<file path="config.mk">
export PLATFORM = sky130hd
export DESIGN_NAME = ram_arbiter
export DESIGN_NICKNAME = d
export VERILOG_FILES = /design/src/rtl/ram_arbiter.sv
export SDC_FILE = /design/constraint.sdc
export NUM_CORES = 1
export LEC_CHECK = 0
export BUFFER_PORTS_ARGS = -buffer_cell sky130_fd_sc_hd__buf_4
export CELL_PAD_IN_SITES_DETAIL_PLACEMENT = 0
export CELL_PAD_IN_SITES_GLOBAL_PLACEMENT = 1
export CORE_AREA = 3 3 152 154
export CTS_CLUSTER_DIAMETER = 50
export DETAILED_ROUTE_END_ITERATION = 12
export DIE_AREA = 0 0 155 157
export PLACE_DENSITY_LB_ADDON = 0.1
export REMOVE_ABC_BUFFERS = 1
export SLEW_MARGIN = 20
export SYNTH_ARGS = -nofsm -noshare
export SYNTH_HDL_FRONTEND = slang
export SYNTH_SLANG_ARGS = --single-unit
</file>
<file path="constraint.sdc">
create_clock -name clk -period 9.6 [get_ports clk]
set_clock_uncertainty 0.2 [all_clocks]
set_input_delay 0.96 -clock clk [delete_from_list [all_inputs] [get_ports clk]]
set_output_delay 0.96 -clock clk [all_outputs]
set_load 0.02 [all_outputs]
</file>
<file path="src/rtl/ram_arbiter.sv">
// Two-port round-robin arbiter in front of a single-ported RAM.
// It accepts one access at a time, checks its alignment, issues it to the RAM
// for one cycle, and returns a done pulse to the winning requester.
// Outputs are all registered. Fetch data is captured one cycle after issue.

package ram_pkg;
  localparam int QUAD_W = 64;

  typedef enum logic [1:0] {
    BYTE = 2'd0,
    WORD = 2'd1,
    LONG = 2'd2,
    QUAD = 2'd3
  } ram_size_t;

  typedef enum logic [1:0] {
    RAM_NOP   = 2'd0,
    RAM_FETCH = 2'd1,
    RAM_STORE = 2'd2
  } ram_op_t;
endpackage

module ram_arbiter
  import ram_pkg::*;
#(
  parameter int ADDRW = 17,
  parameter int DATAW = QUAD_W
) (
  input  logic              clk,
  input  logic              rst,
  input  logic              req0,
  input  logic              req1,
  input  logic              we0,
  input  logic              we1,
  input  ram_size_t         size0,
  input  ram_size_t         size1,
  input  logic [ADDRW-1:0]  addr0,
  input  logic [ADDRW-1:0]  addr1,
  input  logic [DATAW-1:0]  wdata0,
  input  logic [DATAW-1:0]  wdata1,
  output logic              gnt0,
  output logic              gnt1,
  output logic              done0,
  output logic              done1,
  output logic              err,
  output logic [DATAW-1:0]  rdata,
  output logic              busy,
  output ram_op_t           ram_op,
  output ram_size_t         ram_size,
  output logic [ADDRW-1:0]  ram_addr,
  output logic [DATAW-1:0]  ram_data_in,
  input  logic [DATAW-1:0]  ram_data_out
);

  typedef enum logic [1:0] {
    IDLE  = 2'd0,
    ISSUE = 2'd1,
    WAIT  = 2'd2,
    DONE  = 2'd3
  } state_t;

  state_t state;

  // Port that won the most recent arbitration; starts at 1 so port 0 wins the first tie.
  logic last_grant;
  // Port owning the access in flight, and whether that access is a store.
  logic owner;
  logic we_q;

  // Arbitration result for the current IDLE cycle.
  logic             any_req;
  logic             win;
  logic             sel_we;
  ram_size_t        sel_size;
  logic [ADDRW-1:0] sel_addr;
  logic [DATAW-1:0] sel_wdata;
  logic             sel_aligned;

  // Natural alignment: the low address bits below the access size must be zero.
  function automatic logic is_aligned(input ram_size_t sz, input logic [2:0] lsb);
    case (sz)
      BYTE:    is_aligned = 1'b1;
      WORD:    is_aligned = (lsb[0] == 1'b0);
      LONG:    is_aligned = (lsb[1:0] == 2'b00);
      default: is_aligned = (lsb == 3'b000);
    endcase
  endfunction

  // Round-robin pick: a lone requester always wins, on a tie the port not granted last wins.
  function automatic logic pick_winner(input logic r0, input logic r1, input logic last);
    if (r0 && r1) begin
      pick_winner = ~last;
    end else begin
      pick_winner = r1;
    end
  endfunction

  // Select the winner and its payload from the live request inputs.
  always_comb begin
    any_req     = req0 | req1;
    win         = pick_winner(req0, req1, last_grant);
    sel_we      = win ? we1    : we0;
    sel_size    = win ? size1  : size0;
    sel_addr    = win ? addr1  : addr0;
    sel_wdata   = win ? wdata1 : wdata0;
    sel_aligned = is_aligned(sel_size, sel_addr[2:0]);
  end

  // Latch the winner's payload at acceptance so later requester changes cannot disturb it.
  always_ff @(posedge clk) begin
    if (!rst && state == IDLE && any_req) begin
      ram_addr    <= sel_addr;
      ram_size    <= sel_size;
      ram_data_in <= sel_wdata;
    end
  end

  // Access sequencer with registered handshake, RAM command and result outputs.
  always_ff @(posedge clk) begin
    if (rst) begin
      state      <= IDLE;
      ram_op     <= RAM_NOP;
      gnt0       <= 1'b0;
      gnt1       <= 1'b0;
      done0      <= 1'b0;
      done1      <= 1'b0;
      err        <= 1'b0;
      busy       <= 1'b0;
      rdata      <= '0;
      last_grant <= 1'b1;
      owner      <= 1'b0;
      we_q       <= 1'b0;
    end else begin
      gnt0  <= 1'b0;
      gnt1  <= 1'b0;
      done0 <= 1'b0;
      done1 <= 1'b0;
      case (state)
        IDLE: begin
          if (any_req) begin
            last_grant <= win;
            owner      <= win;
            we_q       <= sel_we;
            gnt0       <= ~win;
            gnt1       <= win;
            busy       <= 1'b1;
            if (sel_aligned) begin
              state  <= ISSUE;
              ram_op <= sel_we ? RAM_STORE : RAM_FETCH;
              err    <= 1'b0;
            end else begin
              // Misaligned: never touches the RAM, completes straight away with err.
              state  <= DONE;
              ram_op <= RAM_NOP;
              err    <= 1'b1;
              rdata  <= '0;
              done0  <= ~win;
              done1  <= win;
            end
          end else begin
            ram_op <= RAM_NOP;
            err    <= 1'b0;
            busy   <= 1'b0;
          end
        end
        ISSUE: begin
          // The command was visible to the RAM for exactly this one cycle.
          state  <= WAIT;
          ram_op <= RAM_NOP;
        end
        WAIT: begin
          // RAM read data arrives one cycle after the fetch command.
          state <= DONE;
          if (!we_q) begin
            rdata <= ram_data_out;
          end
          done0 <= ~owner;
          done1 <= owner;
          err   <= 1'b0;
        end
        DONE: begin
          state <= IDLE;
          busy  <= 1'b0;
          err   <= 1'b0;
        end
        default: begin
          state  <= IDLE;
          ram_op <= RAM_NOP;
          busy   <= 1'b0;
        end
      endcase
    end
  end

endmodule

</file>
==> impl_metrics.json <==
{
  "synth_async_sr_flop_share_pct": 0,
  "hpwl_after_detailed_placement_um": 17900,
  "initial_standard_cell_utilization_of_the_core_pct": 31.1,
  "max_slew.worst_pin.slew_ns": 1.06,
  "cts_made_buffers": 17,
  "cts_root_buf": "sky130_fd_sc_hd__clkbuf_16",
  "critPathArrivalTime_ns": 3.60,
  "grt_pass1_vias": 6358,
  "total_leakage_power_uw": 0.00472,
  "grt.total_usage_pct": 20.1,
  "wl_per_cell_um": 19.0,
  "grt_setup_unrepaired": "no",
  "syn-instance-count": 732,
  "critPathLaunchType": "primary input",
  "core_area_mm2": 0.0218,
  "finalWorstSetupSlack_ns": 6.14,
  "antenna_cells": 0,
  "gp_routability_congestion": 0.771,
  "max_freq_mhz": 289,
  "via_per_inst": 4.82,
  "drive_gt1_share_pct": 39.7,
  "setup_violations": 0,
  "die_area_mm2": 0.0243,
  "cts_hold_repair.buffers": 0,
  "layout.filler_cells": 2182,
  "io_buffers": 390,
  "worstHoldPathType": "flip-flop to flip-flop",
  "finalCriticalPeriod_ns": 3.46,
  "routed_wl_um": 26300,
  "nets_final": 1328,
  "run_status": "completed",
  "path_class": "primary input to flip-flop",
  "final_util_pct": 47.8,
  "finalMaxSlewViolations": 0,
  "vdd_ir_drop_max_mv": 0.124,
  "post_synthesis_mean_instance_area_um2": 9.27,
  "antenna_found_initial": 0,
  "worstSetupEndpointType": "flip-flop",
  "drt_drc_violations_left": 0,
  "grt_start_max_net_pins": 91,
  "rows": 54,
  "cts_max_level": 4,
  "critical_path_rt_ns": 9.74,
  "dr.pass1.iters": 4,
  "floorplan.die.width_um": 155,
  "grt_first_pass_wirelength_um": 38100,
  "crit_path_max_fanout": 90,
  "ctsLongestPathBuffers": 2,
  "drv.max_cap_violation_count": 0,
  "finalHoldViolCount": 0,
  "dpl_worst_slack_ns": 5.71,
  "placed_cells": 1348,
  "max-slew-margin-rel_pct": 29.2,
  "postCtsSetupBuffers": 0,
  "finish.cell_count_without_fillers": 1380,
  "worstSkewPairLatency_ns": 0.41,
  "dr_total_vias": 6651,
  "chipHeight_um": 157,
  "post_cts.resized_instances": 0,
  "floorplan.io_pins": 391,
  "report.power.total_uw": 2450,
  "areaGrowthSynthToFinish_pct": 53.8,
  "synth.lib_cells_used.distinct": 35,
  "grt.overflow.total": 0,
  "netlist_area_mm2": 0.00679,
  "synth.ff_latch_count": 160,
  "ys_dominant_reg_cell": "sky130_fd_sc_hd__edfxtp_1",
  "pwr_density_cell_mw_per_mm2": 235,
  "cts_tree": "done",
  "antenna_violating_nets_post_route": 0,
  "timing.setup.tns_ns": 0,
  "synthesis.yosys.warnings": 0,
  "regToRegSetupSlack_ns": 6.48,
  "layout_worst_path_cycle_share_pct": 36.0,
  "synth_enable_flop_cells": 83,
  "synth_sequential_area_ratio_pct": 59.4,
  "detail_route.iter0.violations": 465,
  "clkSlewWorstSetupHoldPaths_ns": 0.07,
  "cts_sinks": 160
}
worst max-delay path: stages:
cell and delay, ns:
sky130_fd_sc_hd__buf_4 0.13, sky130_fd_sc_hd__a21boi_4 0.13, sky130_fd_sc_hd__buf_4 0.78, sky130_fd_sc_hd__mux2_4 0.38
sky130_fd_sc_hd__o211ai_4 0.15, sky130_fd_sc_hd__buf_4 0.57, sky130_fd_sc_hd__nand4_1 0.19, sky130_fd_sc_hd__a21oi_1 0.18
power by group:
| part | internal (uW) | switching, uW | leakage (uW) |
|---|---|---|---|
| Sequential | 863 | 44.5 | 0.00140 |
| Combinational | 281 | 575 | 0.00301 |
| Clock | 405 | 286 | 0.000302 |
layer usage:
layer | track usage (%) | routed length [um] | up-vias
li1 | - | - | 3261
met1 | 25.2 | 10500 | 3085
met2 | 33.2 | 12700 | 277
met3 | 6.68 | 2560 | 28
met4 | 5.85 | 456 | 0
met5 | 0 | 0 | -
path summary, 6_finish.rpt:
| check | startpoint | endpoint | depth (start not counted) |
|---|---|---|---|
| worst min register to register | owner | done0 | 1 |
| worst max register to register | last_grant | rdata[2] | 7 |
| worst min-delay path | owner | done0 | 1 |
| worst max-delay path | req0 | rdata[2] | 8 |
Yosys cell counts, types with 2 or more instances:
master	count	area, um^2
sky130_fd_sc_hd__edfxtp_1	83	2490
sky130_fd_sc_hd__clkbuf_2	7	35.0
sky130_fd_sc_hd__nand2_1	251	942
sky130_fd_sc_hd__ha_1	5	62.6
sky130_fd_sc_hd__o22ai_1	3	18.8
sky130_fd_sc_hd__nor3_1	3	15.0
sky130_fd_sc_hd__buf_1	9	33.8
sky130_fd_sc_hd__nor2_1	12	45.0
sky130_fd_sc_hd__clkbuf_1	25	93.8
sky130_fd_sc_hd__a32o_1	2	20.0
sky130_fd_sc_hd__nand4_1	64	400
sky130_fd_sc_hd__o32ai_1	2	17.5
sky130_fd_sc_hd__buf_6	7	78.8
sky130_fd_sc_hd__buf_2	14	70.1
sky130_fd_sc_hd__inv_1	10	37.5
sky130_fd_sc_hd__o21ai_0	70	350
sky130_fd_sc_hd__dfxtp_1	77	1540
sky130_fd_sc_hd__a21oi_1	71	355
cell type report:
| type | count | area (um^2) | area share [%] |
|---|---|---|---|
| sequential | 160 | 4030 | 38.6 |
| clock inverter | 11 | 100 | 0.959 |
| multi-input combinational | 500 | 2420 | 23.2 |
| inverter | 10 | 38.8 | 0.372 |
| tap | 280 | 350 | 3.36 |
| timing repair buffer | 398 | 2990 | 28.6 |
| clock buffer | 21 | 504 | 4.83 |
cells in the final DEF (no fill, tap or decap), drive strengths merged, types with 5 or more instances in the layout:
cell,Yosys,routed
buf,30,398
nand2,251,251
edfxtp,83,83
dfxtp,77,77
a21oi,71,71
o21ai,70,70
nand4,64,64
clkbuf,32,21
inv,10,14
nor2,12,12
ha,5,5
clkinv,0,5
stage by stage:
stage,hold slack [ns],area [um^2]
finish,0.268,10400
global route,0.288,10400
CTS,0.266,10400
detailed placement,0.245,9830
global placement,0.252,9830
floorplan,0.224,6470
registers in the layout, indices dropped and copies added (netlist names), 2 cells and up:
name,flops
rdata,64
ram_addr,17
ram_size,2
state,2
ram_data_in,64
ram_op,2
logic make-up after synthesis:
kind of cell    after synthesis  share of synthesized area, %
fa+ha+maj                     5                         0.922
buf+inv                      72                          5.14
mux                           4                         0.866
simple gates                334                          21.0
flops                       160                          59.4
compound gates              157                          12.6
Note: power is estimated with default switching activity, not from simulation.
